## src/rtl/mem_port_arbiter.sv

```systemverilog
// Two-port round-robin arbiter in front of a single-port synchronous-read word memory.
// Handles sub-word load extraction and read-modify-write for sub-word stores.
module mem_port_arbiter #(
  parameter int unsigned BYTE_ADDR_W = 17
) (
  input  logic                   clk,
  input  logic                   reset,
  input  logic                   p0_valid,
  input  logic                   p0_we,
  input  logic [1:0]             p0_mode,
  input  logic [31:0]            p0_addr,
  input  logic [31:0]            p0_wdata,
  output logic                   p0_done,
  output logic                   p0_err,
  output logic [31:0]            p0_rdata,
  input  logic                   p1_valid,
  input  logic                   p1_we,
  input  logic [1:0]             p1_mode,
  input  logic [31:0]            p1_addr,
  input  logic [31:0]            p1_wdata,
  output logic                   p1_done,
  output logic                   p1_err,
  output logic [31:0]            p1_rdata,
  output logic                   mem_en,
  output logic                   mem_we,
  output logic [BYTE_ADDR_W-3:0] mem_addr,
  output logic [31:0]            mem_wdata,
  input  logic [31:0]            mem_rdata,
  output logic                   busy,
  output logic                   owner
);

  localparam int unsigned WORD_ADDR_W = BYTE_ADDR_W - 2;

  localparam logic [2:0] IDLE   = 3'd0;
  localparam logic [2:0] READ   = 3'd1;
  localparam logic [2:0] RESP   = 3'd2;
  localparam logic [2:0] RMW_RD = 3'd3;
  localparam logic [2:0] MERGE  = 3'd4;
  localparam logic [2:0] WRITE  = 3'd5;
  localparam logic [2:0] ERR    = 3'd6;

  logic [2:0]             state, nextState;
  logic                   lastGrant;
  logic                   latWe;
  logic [1:0]             latMode;
  logic [BYTE_ADDR_W-1:0] latAddr;
  logic [31:0]            latWdata;

  logic                   accept, grant;
  logic                   selWe;
  logic [1:0]             selMode;
  logic [BYTE_ADDR_W-1:0] selAddr;
  logic [31:0]            selWdata;
  logic                   nextOwner, nextDone, nextErr, nextMemEn, nextMemWe;
  logic [BYTE_ADDR_W-1:0] nextAddr;
  logic [31:0]            nextWdata;
  logic [31:0]            respData;
  logic                   unusedAddrBits;

  assign unusedAddrBits = ^{p0_addr[31:BYTE_ADDR_W], p1_addr[31:BYTE_ADDR_W]};

  // Zero-extended lane select of a read word.
  function automatic logic [31:0] extract(input logic [31:0] word, input logic [1:0] mode,
                                          input logic [1:0] lane);
    logic [31:0] r;
    r = word;
    case (mode)
      2'd1:    r = lane[1] ? {16'h0000, word[31:16]} : {16'h0000, word[15:0]};
      2'd2:    r = {24'h000000, 8'(word >> {lane, 3'b000})};
      default: r = word;
    endcase
    return r;
  endfunction

  // Replace the addressed halfword/byte lane of the old word with the store data.
  function automatic logic [31:0] merge(input logic [31:0] old, input logic [31:0] wdata,
                                        input logic [1:0] mode, input logic [1:0] lane);
    logic [31:0] r;
    r = old;
    case (mode)
      2'd1: begin
        if (lane[1]) r[31:16] = wdata[15:0];
        else         r[15:0]  = wdata[15:0];
      end
      2'd2: begin
        case (lane)
          2'd0:    r[7:0]   = wdata[7:0];
          2'd1:    r[15:8]  = wdata[7:0];
          2'd2:    r[23:16] = wdata[7:0];
          default: r[31:24] = wdata[7:0];
        endcase
      end
      default: r = wdata;
    endcase
    return r;
  endfunction

  assign respData = extract(mem_rdata, latMode, latAddr[1:0]);
  assign p0_rdata = (state == RESP && !latWe && !owner) ? respData : 32'h0;
  assign p1_rdata = (state == RESP && !latWe &&  owner) ? respData : 32'h0;

  // Arbitration, next state and next registered outputs.
  always_comb begin
    nextState = state;
    accept    = (state == IDLE) && (p0_valid || p1_valid);
    grant     = p1_valid && (!p0_valid || !lastGrant);
    selWe     = grant ? p1_we : p0_we;
    selMode   = grant ? p1_mode : p0_mode;
    selAddr   = grant ? p1_addr[BYTE_ADDR_W-1:0] : p0_addr[BYTE_ADDR_W-1:0];
    selWdata  = grant ? p1_wdata : p0_wdata;

    case (state)
      IDLE: begin
        if (accept) begin
          if (selMode == 2'd3 || (selMode == 2'd1 && selAddr[0])) nextState = ERR;
          else if (!selWe)                                        nextState = READ;
          else if (selMode == 2'd0)                               nextState = WRITE;
          else                                                    nextState = RMW_RD;
        end
      end
      READ:    nextState = RESP;
      RESP:    nextState = IDLE;
      RMW_RD:  nextState = MERGE;
      MERGE:   nextState = WRITE;
      WRITE:   nextState = IDLE;
      ERR:     nextState = IDLE;
      default: nextState = IDLE;
    endcase

    nextOwner = accept ? grant : owner;
    nextAddr  = accept ? selAddr : latAddr;
    nextDone  = (nextState == RESP) || (nextState == WRITE) || (nextState == ERR);
    nextErr   = (nextState == ERR);
    nextMemEn = (nextState == READ) || (nextState == RMW_RD) || (nextState == WRITE);
    nextMemWe = (nextState == WRITE);
    nextWdata = 32'h0;
    if (nextState == WRITE)
      nextWdata = (state == IDLE) ? selWdata : merge(mem_rdata, latWdata, latMode, latAddr[1:0]);
  end

  // State, latched request and registered outputs.
  always_ff @(posedge clk or posedge reset) begin
    if (reset) begin
      state     <= IDLE;
      lastGrant <= 1'b1;
      latWe     <= 1'b0;
      latMode   <= 2'd0;
      latAddr   <= '0;
      latWdata  <= 32'h0;
      owner     <= 1'b0;
      busy      <= 1'b0;
      p0_done   <= 1'b0;
      p0_err    <= 1'b0;
      p1_done   <= 1'b0;
      p1_err    <= 1'b0;
      mem_en    <= 1'b0;
      mem_we    <= 1'b0;
      mem_addr  <= '0;
      mem_wdata <= 32'h0;
    end else begin
      state <= nextState;
      if (accept) begin
        lastGrant <= grant;
        latWe     <= selWe;
        latMode   <= selMode;
        latAddr   <= selAddr;
        latWdata  <= selWdata;
      end
      owner     <= nextOwner;
      busy      <= (nextState != IDLE);
      p0_done   <= nextDone && !nextOwner;
      p0_err    <= nextErr  && !nextOwner;
      p1_done   <= nextDone &&  nextOwner;
      p1_err    <= nextErr  &&  nextOwner;
      mem_en    <= nextMemEn;
      mem_we    <= nextMemWe;
      mem_addr  <= nextMemEn ? nextAddr[BYTE_ADDR_W-1:2] : WORD_ADDR_W'(0);
      mem_wdata <= nextWdata;
    end
  end

endmodule

```

## config.mk

```make
export PLATFORM = sky130hd
export DESIGN_NAME = mem_port_arbiter
export DESIGN_NICKNAME = d
export VERILOG_FILES = /design/src/rtl/mem_port_arbiter.sv
export SDC_FILE = /design/constraint.sdc
export NUM_CORES = 1
export LEC_CHECK = 0
export ABC_AREA = 1
export ABC_CLOCK_PERIOD_IN_PS = 4500
export CORE_AREA = 2 2 111 113
export DETAILED_ROUTE_END_ITERATION = 10
export DIE_AREA = 0 0 113 115
export DONT_BUFFER_PORTS = 1
export GPL_ROUTABILITY_DRIVEN = 0
export PLACE_DENSITY_LB_ADDON = 0.25
export RECOVER_POWER = 50
export REMOVE_ABC_BUFFERS = 1
export SLEW_MARGIN = 25
export SYNTH_ARGS = -nofsm -noshare
export SYNTH_HDL_FRONTEND = slang
export SYNTH_SLANG_ARGS = --single-unit
```

## constraint.sdc

```tcl
create_clock -name clk -period 4.5 [get_ports clk]
set_clock_uncertainty 0.15 [all_clocks]
set_input_delay 0.9 -clock clk [delete_from_list [all_inputs] [get_ports clk]]
set_output_delay 0.9 -clock clk [all_outputs]
set_load 0.02 [all_outputs]
```

==> out/results.txt <==
Max Slew Vio Count = 80
WL met2 = 9610 um
startpoint types = flop
drt wl/cell = 19.3 um
post-synth top area share = 42.5%
placed cell area = 6500 sq um
Clk Latency, worst-skew pair = 0.35 ns
Synth cell types = 34
Die W = 113 um
failing checks = design-rule violations, max-capacitance violations, max-slew violations
htree depth = 3
CP top delay family = compound AO/OA/AOI/OAI gates
Setup crit end kind = output port
CP Class = flop to output port
Max VDD drop = 0.359 mV
P_leak = 3.44 nW
max layer used = met4
vias per cell = 5.87
Tot GR Track Use = 29.8%
Placed Cells incl. Taps = 1000
Finished Cell Area = 6800 sq um
synthesized area per cell = 7.27 sq um
CP peak stage delay = 0.62 ns
DRC = 20
Crit-path slowest cell = a21oi_2
row count = 40
Met1 Wirelength = 7590 um
HP Class = flop to flop
RSZ-0062 raised after global routing = no
layout cell share with drive strength beyond 1 = 7.59%
Worst Tran Pin Value = 3.03 ns
CTS buffer count = 9
worst-path maximum fanout = 18
CTS tree = done
Total Wirelength = 19600 um
non-filler cells, final = 1016
initial antenna violation count = 0
FF+latch area = 2780 sq um
DRT iter0 DRCs = 658
fmax = 251 MHz
Worst Path Required = 3.45 ns
HPWL Detailed = 13700 um
Setup-failing EPs final = 0
P per Cell Area = 822 nW/um^2
die height = 115 um
CTS Sinks = 111
Worst-path clk slew = 0.08 ns
most common cell after layout, fill and taps aside = nand2_1
Gate Count Post-Synth = 892
CTS Hold Bufs = 0
die area = 13000 sq um
I/O Pins = 289
First-pass DRT Iterations = 9
largest net degree at the start of global routing = 80
Max clock buf depth = 2
vias in the first global route = 5730
Area growth syn-to-layout = 4.90%
multi-input logic area = 3120 sq um
Synth Cell Area = 6480 sq um
total grt overflow = 0
Critical Path AT = 2.94 ns
core area = 11800 sq um
fin nets = 1036
Starting Density = 54.9%
Cell Chain, Critical Path = inv_1, ha_1, inv_2, nand2_2, a21oi_2, o22ai_1, and2_1
Sum Neg Setup Slack = 0 ns
Max-Cap Viols = 1
remaining antenna violation count after routing = 0
Ant. Diodes = 0
Worst slew margin = -102%
largest cells by area after synthesis = dfrtp_1 42%, nand2_1 14%, o21ai_0 5.8%, nor2_1 4.8%, a21oi_1 4.4%
Port Buffer Count = 0
post_cts resized = 0
cell taking the most area after synthesis = dfrtp_1
first-pass GRT wire length = 30300 um
FF+latch count, synth = 111
Filler Cell Count = 1134
status = complete, but fails checks
Buf+Inv Stages, Crit Path = 2
most frequent cells in the layout = 239 x nand2_1, 110 x dfrtp_1, 84 x nor2_1, 75 x inv_1, 75 x o21ai_0
postcts setup bufs = 0
YS warnings = 0
Tcrit/Tclk final = 88.6%
sequential-to-total area share from yosys stat = 42.9%
DR vias = 5960
final hold violations = 0
final worst path period need = 3.99 ns
CTS root buf = clkbuf_16
met3 wire length = 1910 um
-- synthesized netlist by cell type, drive strengths merged --
| cell type | count |
|---|---|
| nand3 | 43 |
| o22ai | 28 |
| inv | 85 |
| buf | 32 |
| clkbuf | 18 |
| nand2 | 244 |
| and2 | 31 |
| o21bai | 8 |
| nor3 | 32 |
| nor4 | 2 |
| dfstp | 1 |
| nor2 | 84 |
| a21oi | 59 |
| dfrtp | 110 |
| nand4 | 1 |
| clkinv | 2 |
| o21ai | 76 |
| nand3b | 2 |
| or2 | 15 |
| a21boi | 1 |
| ha | 2 |
| mux2i | 16 |
-- per-stage QoR --
step	util, %	power, mW	hold WS (ns)	setup slack (ns)
after detailed placement	55.1	4.74	0.311	0.982
after global placement	55.1	4.64	0.306	1.03
final	57.6	5.59	0.323	0.514
after CTS	57.7	5.58	0.329	0.586
after floorplan	-	3.91	0.294	0.521
after global routing	57.6	6.05	0.347	0.194
-- path summary, 6_finish.rpt --
path / start / end / slack [ns] / cells after the start
setup / recovery: latMode[0] / p0_rdata[4] / 0.51 / 7
hold / removal: latWdata[24] / latWdata[24] / 0.32 / 2
setup reg to reg: lastGrant / mem_wdata[30] / 0.55 / 7
hold reg to reg: latWdata[24] / latWdata[24] / 0.32 / 2
max in group asynchronous: reset / mem_wdata[25] / 1.05 / 2
min in group asynchronous: reset / mem_addr[7] / 1.39 / 1
-- per-layer routing --
layer	vias up	track usage [%]
met5	-	0
met4	0	12.9
met3	53	7.91
met2	347	50.4
met1	2750	36.3
li1	2810	-
-- sequential cells by signal, indices dropped and copies added (netlist names) --
signal / cells
latWdata: 32
mem_wdata: 32
latAddr: 17
mem_addr: 15
state: 3
latMode: 2
busy: 1
lastGrant: 1
latWe: 1
mem_en: 1
mem_we: 1
owner: 1
p0_done: 1
p0_err: 1
p1_done: 1
p1_err: 1
-- cell families after synthesis --
family / Yosys count / share of synthesized area [%]
adders and majority gates: 2 / 0.386
DFF: 111 / 42.9
buffers and inverters: 137 / 8.86
muxes: 16 / 2.47
AOI/OAI and AO/OA: 172 / 14.6
and+or+nand+nor: 454 / 30.8
-- tightest hold or removal path, stage by stage, from the launching register on --
cell,delay (ns)
dfrtp_1,0.34
nand2_1,0.05
nand2_1,0.05
-- report_power, final --
part | internal, mW | switching, mW
Sequential | 1.42 | 0.437
Clock | 0.453 | 0.383
Combinational | 0.877 | 2.02
Total | 2.75 | 2.84
-- cell type report --
class | instances | area share [%]
clock inverter | 5 | 0.938
multi-input combinational | 644 | 45.9
clock buffer | 11 | 3.57
tap | 147 | 2.70
timing repair buffer | 11 | 1.21
sequential | 111 | 40.9
inverter | 87 | 4.80
Power figures use the tool's default switching activity.
